===== src/rtl/xy_router_param.sv =====
// 5-port XY mesh router: per-input FIFOs, wormhole locking,
// round-robin arbitration on each free output.
module xy_router_param #(
  parameter int FLIT_W  = 32,
  parameter int COORD_W = 2,
  parameter int DEPTH   = 4,
  localparam int AW     = $clog2(DEPTH),
  localparam int CNT_W  = AW + 1
) (
  input  logic                 clk,
  input  logic                 reset,
  input  logic                 enable,
  input  logic [COORD_W-1:0]   routeridx,
  input  logic [COORD_W-1:0]   routeridy,
  input  logic [5*FLIT_W-1:0]  in_flit,
  input  logic [4:0]           push,
  output logic [4:0]           full,
  output logic [5*CNT_W-1:0]   count_out,
  output logic [5*FLIT_W-1:0]  out_flit,
  output logic [4:0]           out_valid,
  input  logic [4:0]           out_ready
);

  logic [FLIT_W-1:0] mem_q [5][DEPTH];
  logic [AW-1:0]     wr_q [5];
  logic [AW-1:0]     rd_q [5];
  logic [CNT_W-1:0]  cnt_q [5];
  logic [4:0]        lock_v_q;
  logic [2:0]        lock_s_q [5];
  logic [2:0]        rr_q [5];

  logic [FLIT_W-1:0] hd [5];
  logic [2:0]        dir [5];
  logic [4:0]        req [5];
  logic [2:0]        gnt_s [5];
  logic [1:0]        otyp [5];
  logic [4:0]        nempty, locksrc, disc;
  logic [4:0]        acc, pop, gnt_v, xfer;

  always_comb begin
    for (int i = 0; i < 5; i++) begin
      hd[i]     = mem_q[i][rd_q[i]];
      nempty[i] = cnt_q[i] != '0;
      full[i]   = cnt_q[i] == CNT_W'(DEPTH);
      count_out[i*CNT_W +: CNT_W] = cnt_q[i];
    end
  end

  // 0=local 1=north 2=south 3=east 4=west
  always_comb begin
    for (int i = 0; i < 5; i++) begin
      if (hd[i][FLIT_W-3 -: COORD_W] > routeridx)
        dir[i] = 3'd3;
      else if (hd[i][FLIT_W-3 -: COORD_W] < routeridx)
        dir[i] = 3'd4;
      else if (hd[i][FLIT_W-3-COORD_W -: COORD_W] > routeridy)
        dir[i] = 3'd1;
      else if (hd[i][FLIT_W-3-COORD_W -: COORD_W] < routeridy)
        dir[i] = 3'd2;
      else
        dir[i] = 3'd0;
    end
  end

  always_comb begin
    locksrc = '0;
    for (int o = 0; o < 5; o++)
      if (lock_v_q[o]) locksrc[lock_s_q[o]] = 1'b1;
  end

  always_comb begin
    for (int i = 0; i < 5; i++)
      disc[i] = enable & nempty[i] & hd[i][FLIT_W-1] & ~locksrc[i];
    for (int o = 0; o < 5; o++)
      for (int i = 0; i < 5; i++)
        req[o][i] = nempty[i] & ~hd[i][FLIT_W-1] & ~locksrc[i]
                  & (dir[i] == 3'(o));
  end

  always_comb begin : arb
    logic [2:0] ix;
    ix = '0;
    for (int o = 0; o < 5; o++) begin
      gnt_v[o] = 1'b0;
      gnt_s[o] = '0;
      if (lock_v_q[o]) begin
        gnt_v[o] = 1'b1;
        gnt_s[o] = lock_s_q[o];
      end else begin
        for (int k = 1; k <= 5; k++) begin
          ix = 3'((int'(rr_q[o]) + k) % 5);
          if (!gnt_v[o] && req[o][ix]) begin
            gnt_v[o] = 1'b1;
            gnt_s[o] = ix;
          end
        end
      end
    end
  end

  always_comb begin
    pop = disc;
    for (int o = 0; o < 5; o++) begin
      out_valid[o] = enable & gnt_v[o] & nempty[gnt_s[o]];
      out_flit[o*FLIT_W +: FLIT_W] =
        out_valid[o] ? hd[gnt_s[o]] : '0;
      otyp[o]  = hd[gnt_s[o]][FLIT_W-1 -: 2];
      xfer[o]  = out_valid[o] & out_ready[o];
      if (xfer[o]) pop[gnt_s[o]] = 1'b1;
    end
  end

  assign acc = push & ~full & {5{enable & ~reset}};

  always_ff @(posedge clk) begin
    for (int i = 0; i < 5; i++)
      if (acc[i]) mem_q[i][wr_q[i]] <= in_flit[i*FLIT_W +: FLIT_W];
  end

  always_ff @(posedge clk) begin
    if (reset) begin
      lock_v_q <= '0;
      for (int i = 0; i < 5; i++) begin
        wr_q[i]     <= '0;
        rd_q[i]     <= '0;
        cnt_q[i]    <= '0;
        lock_s_q[i] <= '0;
        rr_q[i]     <= 3'd4;
      end
    end else begin
      for (int i = 0; i < 5; i++) begin
        if (acc[i]) wr_q[i] <= wr_q[i] + 1'b1;
        if (pop[i]) rd_q[i] <= rd_q[i] + 1'b1;
        cnt_q[i] <= cnt_q[i] + CNT_W'(acc[i]) - CNT_W'(pop[i]);
      end
      for (int o = 0; o < 5; o++) begin
        if (xfer[o]) begin
          if (!lock_v_q[o]) rr_q[o] <= gnt_s[o];
          // head locks, body keeps, tail/single release
          unique case (otyp[o])
            2'b00: begin
              lock_v_q[o] <= 1'b1;
              lock_s_q[o] <= gnt_s[o];
            end
            2'b10:   lock_v_q[o] <= lock_v_q[o];
            default: lock_v_q[o] <= 1'b0;
          endcase
        end
      end
    end
  end

endmodule

===== config.mk =====
export PLATFORM = sky130hd
export DESIGN_NAME = xy_router_param
export DESIGN_NICKNAME = d
export VERILOG_FILES = /design/src/rtl/xy_router_param.sv
export SDC_FILE = /design/constraint.sdc
export NUM_CORES = 1
export LEC_CHECK = 0
export BUFFER_PORTS_ARGS = -buffer_cell sky130_fd_sc_hd__buf_2
export CAP_MARGIN = 20
export CORE_ASPECT_RATIO = 0.6
export CORE_MARGIN = 1
export CORE_UTILIZATION = 40
export CTS_CLUSTER_DIAMETER = 40
export DETAILED_ROUTE_END_ITERATION = 8
export PLACE_DENSITY_LB_ADDON = 0.08
export SYNTH_ARGS = -nofsm -noshare
export SYNTH_HDL_FRONTEND = slang
export SYNTH_SLANG_ARGS = --single-unit

===== constraint.sdc =====
create_clock -name clk -period 18.24 [get_ports clk]
set_input_delay 3.648 -clock clk [delete_from_list [all_inputs] [get_ports clk]]
set_output_delay 3.648 -clock clk [all_outputs]
set_load 0.02 [all_outputs]

==> flow_summary.json, run 1 <==
{
  "crit_path_end": "out_flit[71]",
  "reg2regPathDepth": 29,
  "die_area_um2": 111000,
  "finalNetCount": 4306,
  "critPathKind": "primary input to output port",
  "via_per_inst": 6.40,
  "track_usage_pct": 29.4,
  "drv_slew": 0,
  "io_buffers": 361,
  "path_cells": "buf_2, inv_1, ha_1, nand2_1, a2111oi_0, nand4_1, o21ba_2, o21ai_0, a22oi_1, nand3_1, o41ai_1, a31o_2, nor2_1, nand2_1, buf_4, o221ai_1, nor2_1, buf_2",
  "finalNonFillerCells": 5444,
  "cp_top_family": "compound AO/OA/AOI/OAI gates",
  "worst-r2r-setup-slack_ns": 9.12,
  "path_buf_inv": 4,
  "outcome": "completed",
  "post_cts_resize_count": 0,
  "fillCellCount": 9797,
  "htreeDepth": 3,
  "synth_most_common_cell": "edfxtp_1",
  "wl_um": 168000,
  "clk-insertion-delay-late_ns": 0.69,
  "worstSetupStartpointType": "primary input",
  "synthCells": 3659,
  "avgSynthCellArea_um2": 12.0,
  "relSlewSlack_pct": 20.6,
  "ios": 362,
  "root_buffer": "clkbuf_16",
  "min_path_type": "flip-flop to flip-flop",
  "path_clk_slew_ns": 0.05,
  "dr.pass1.iters": 6,
  "fin_skew_ns": 0.0389,
  "fin_crit_sh_pct": 75.2,
  "hold_viol_final": 0,
  "synthTopCellsByArea": "edfxtp_1 47%, mux4_2 10%, ha_1 5.2%, mux2i_1 3.8%, nor2_1 2.3%",
  "netlist_area_um2": 44000,
  "max-cap-violations": 0,
  "dpl.hpwl_um": 124000,
  "die_width_um": 430,
  "hold_slack_ns": 0.562,
  "async_flop_share_pct": 0,
  "antenna_found_initial": 33,
  "route.detailed.drc": 0,
  "endpoint_kind": "output port",
  "cts_tree": "built",
  "period_needed_ns": 13.72,
  "grt_pass1_wl_um": 237000,
  "wl_per_cell_um": 30.8,
  "hold_buffers": 0,
  "fmax_ghz": 0.0729,
  "syn_nets": 4025,
  "grt_pass1_vias": 31900,
  "setup_ws_ns": 4.52,
  "seq_area_frac_synth_pct": 48.0,
  "required_ns": 14.59,
  "cp.depth": 18,
  "cp_max_fo": 37,
  "grt_start_max_net_pins": 74,
  "rsz0062_at_grt": "false",
  "synth-edff-count": 690,
  "ys_types": 109,
  "drtIter0Drc": 5178,
  "r2r_start": "rr_q[0][0]",
  "dp_cells": 5281,
  "post-cts-setup-buffers": 0,
  "coreArea_um2": 108000,
  "synth_flop_cell": "edfxtp_1",
  "dp_slack_ns": 4.71,
  "tightestPinTransition_ns": 1.18,
  "clock_path_buffers": 3,
  "synth.largest_area_cell": "edfxtp_1",
  "routabilityCongestion": 1.03,
  "crit_arrival_ns": 10.07,
  "postRouteAntennaNets": 0,
  "cts.sinks": 710,
  "num_rows": 93,
  "cts_made_buffers": 80,
  "finalSetupTns_ns": 0,
  "die_h_um": 259,
  "start_util_pct": 40.7,
  "finalSetupViolations": 0,
  "yosys_warnings": 0,
  "synth_top_area_share_pct": 47.1,
  "crit_start": "routeridx[1]",
  "slowest_stage": "a31o_2",
  "reg2reg_to": "cnt_q[0][8]",
  "synthTopCellsByCount": "690 x edfxtp_1, 265 x nor2_1, 199 x mux4_2",
  "drive_gt1_share_pct": 22.7,
  "ys_ff_latch": 710,
  "max_stage_delay_ns": 0.89,
  "num_vias": 34900,
  "syn2layout_area_growth_pct": 13.8,
  "overflow": 0
}
-- logic make-up (layout without fill, tap and decap cells) --
kind of cell | count (synthesis) | count (layout) | synth area share (%)
other | 0 | 15 | 0
DFF | 710 | 710 | 48.0
buffers and inverters | 407 | 752 | 3.68
xor gates and xnor gates | 68 | 68 | 1.40
adders and majority gates | 189 | 189 | 5.49
and+or+nand+nor | 996 | 996 | 12.0
muxes | 408 | 408 | 15.1
AOI/OAI and AO/OA | 881 | 881 | 14.4
-- worst reg2reg max path: cells and delay by family, from the launching register on --
| family | cells | cell delay, ns |
|---|---|---|
| AO/OA/AOI/OAI | 8 | 2.85 |
| XOR/XNOR | 2 | 0.31 |
| adder cells (fa/ha/maj) | 6 | 1.94 |
| buffers and inverters | 7 | 1.82 |
| flip-flops | 1 | 0.33 |
| multiplexers | 2 | 0.97 |
| AND/OR/NAND/NOR | 4 | 0.81 |
-- final cells by class --
cell class | instances | area [um^2] | area share (%)
diodes | 15 | 37.5 | 0.0749
clock buffers | 90 | 2060 | 4.11
clock inverters | 56 | 728 | 1.45
inverters | 175 | 657 | 1.31
multi-input cells | 2542 | 21400 | 42.7
flip-flops and latches | 710 | 21100 | 42.2
well taps | 1425 | 1780 | 3.56
repair buffers | 431 | 2340 | 4.66
-- cells in the final DEF (no fill, tap or decap), types with 38 or more instances in the layout --
master / count
o221ai_1: 39
mux2_2: 43
nor2_1: 263
a22oi_1: 70
edfxtp_1: 690
nor3_1: 70
or3_1: 38
a21oi_1: 182
nand3_1: 79
nand2b_1: 40
mux4_2: 199
buf_2: 361
inv_1: 166
xnor2_1: 54
nor2b_1: 50
o22ai_1: 49
nand2_1: 174
mux2i_1: 166
and2_1: 39
o211ai_1: 40
buf_4: 68
clkbuf_16: 81
o21ai_0: 100
ha_1: 182
-- flip-flops by register name, summed over array words and instances, names as in the netlist --
| signal | count |
|---|---|
| rd_q | 10 |
| lock_v_q | 5 |
| lock_s_q | 15 |
| rr_q | 15 |
| cnt_q | 15 |
| wr_q | 10 |
| mem_q | 640 |
-- worst min-delay path by stage --
stage / slack [ns] / endpoint / start / cells past startpoint
5_1_grt: 0.57 / rd_q[0][6] / rd_q[0][6] / 1
4_1_cts: 0.56 / rd_q[0][6] / rd_q[0][6] / 1
2_1_floorplan: 0.59 / wr_q[0][0] / wr_q[0][0] / 1
6_report: 0.56 / rd_q[0][6] / rd_q[0][6] / 1
3_5_place_dp: 0.56 / rd_q[0][6] / rd_q[0][6] / 1
3_3_place_gp: 0.56 / rd_q[0][6] / rd_q[0][6] / 1
-- routing by layer --
metal / vias to the layer above / track usage (%) / wire length, um
met5: - / 0 / 153
met4: 28 / 11.8 / 7430
met3: 323 / 8.73 / 19800
met2: 2037 / 36.8 / 63000
met1: 17400 / 46.0 / 77600
li1: 15100 / - / -
-- per-stage QoR --
| step | util [%] | instance area [um^2] |
|---|---|---|
| finish | 46.3 | 50100 |
| global route | 46.3 | 50100 |
| CTS | 46.2 | 50000 |
| detailed placement | 43.7 | 47300 |
| global placement | 43.7 | 47200 |
| floorplan | - | 44000 |
Power of run 1 is not shown: default switching activity piles up to over one toggle a cycle in this logic, so the estimate is an artifact.
==> run 2, diff against run 1 <==
Clock period 18.24 ns to 11.06 ns, I/O delays scaled along.
==> run 2 against run 1 <==
Non-clock buffer count increased by 21. Core utilization increased by 0.13 points. Critical path depth increased by 8. Design area increased by 0.28%. Clock skew increased by 0.018 ns. Critical path type is now flip-flop to output port. Clock-buffer cell count increased by 1. Sequential share of layout area decreased by 0.12 points. Cell count increased by 0.35%. Setup slack got worse by 4.2 ns.
==> flow_summary.json, run 2 (synthesis results as in run 1) <==
{
  "outcome": "completed",
  "wl_per_cell_um": 30.9,
  "num_vias": 34800,
  "finalSetupViolations": 0,
  "worstSetupStartpointType": "flip-flop",
  "hold_slack_ns": 0.629,
  "overflow": 0,
  "dp_slack_ns": 0.845,
  "start_util_pct": 40.7,
  "fin_crit_sh_pct": 96.9,
  "routabilityCongestion": 0.992,
  "cp_top_family": "compound AO/OA/AOI/OAI gates",
  "grt_pass1_wl_um": 239000,
  "fmax_ghz": 0.0933,
  "drv_slew": 0,
  "tightestPinTransition_ns": 1.21,
  "htreeDepth": 3,
  "clk-insertion-delay-late_ns": 0.71,
  "route.detailed.drc": 0,
  "grt_start_max_net_pins": 67,
  "cts_made_buffers": 80,
  "syn2layout_area_growth_pct": 14.1,
  "path_clk_slew_ns": 0.05,
  "die_h_um": 259,
  "fin_skew_ns": 0.0567,
  "utilization_pct": 46.4,
  "fillCellCount": 9864,
  "ios": 362,
  "cts_tree": "built",
  "largest_reg_flops": 640,
  "via_per_inst": 6.38,
  "hold_viol_final": 0,
  "endpoint_kind": "output port",
  "dr.pass1.iters": 6,
  "drtIter0Drc": 4515,
  "crit_arrival_ns": 8.50,
  "antenna_found_initial": 27,
  "drive_gt1_share_pct": 23.1,
  "rsz0062_at_grt": "false",
  "relSlewSlack_pct": 19.0,
  "finalSetupTns_ns": 0,
  "die_width_um": 430,
  "hold_buffers": 0,
  "coreArea_um2": 108000,
  "die_area_um2": 111000,
  "cp_max_fo": 33,
  "clock_path_buffers": 3,
  "min_path_type": "flip-flop to flip-flop",
  "postRouteAntennaNets": 0,
  "period_needed_ns": 10.72,
  "dpl.hpwl_um": 127000,
  "slowest_stage": "a2111oi_1",
  "final_common_cell": "edfxtp_1",
  "finalNetCount": 4327,
  "io_buffers": 361,
  "cts.sinks": 710,
  "layout_common_cells": "690 x edfxtp_1, 361 x buf_2, 264 x nor2_1",
  "max-cap-violations": 0,
  "setup_ws_ns": 0.344,
  "wl_um": 169000,
  "num_rows": 93,
  "track_usage_pct": 29.6,
  "root_buffer": "clkbuf_16",
  "grt_pass1_vias": 31900,
  "max_stage_delay_ns": 0.69,
  "critPathKind": "flip-flop to output port",
  "worst-r2r-setup-slack_ns": 1.96,
  "required_ns": 8.85,
  "path_buf_inv": 6
}
## run 2: cell count changes in the layout (fill, tap and decap cells not counted), sizes merged
cell | before | now
bufinv | 9 | 6
clkinvlp | 2 | 5
buf | 430 | 451
diode | 15 | 13
inv | 182 | 181
dlymetal6s2s | 0 | 1
## run 2: per-layer routing
metal	up-vias	wire [um]	global-route usage [%]	part of all wire, %
met5	-	169	0	0.10
met3	348	19300	8.23	11
met1	17300	78500	46.4	46
li1	15100	-	-	-
met2	2076	63200	37.5	37
met4	26	7740	12.2	4.6
## run 2: repair_timing
action,in CTS,in global routing
setup buffers,0,0
endpoints found under the setup margin,0,4
gates resized for setup,0,7
## run 2: through the flow
step	std cells	instance area, um^2
floorplan	3659	44000
global placement	5301	47400
detailed placement	5302	47400
CTS	5448	50200
global route	5456	50200
finish	5463	50200
## run 2: cell type report
type	instances	area, um^2	area share, %
Sequential cell	710	21100	42.0
Clock buffer	91	2060	4.11
Multi-Input combinational cell	2542	21400	42.6
Timing Repair Buffer	452	2530	5.03
Inverter	175	657	1.31
Antenna cell	13	32.5	0.0648
Tap cell	1425	1780	3.55
Clock inverter	55	669	1.33
## run 2: final timing paths
kind | endpoint | from | cells past startpoint
setup reg to reg | cnt_q[0][14] | rr_q[0][3] | 32
hold reg to reg | wr_q[0][6] | wr_q[0][6] | 1
hold / removal | wr_q[0][6] | wr_q[0][6] | 1
setup / recovery | out_flit[49] | rr_q[0][3] | 26
Power of run 2 is left out for the same reason.
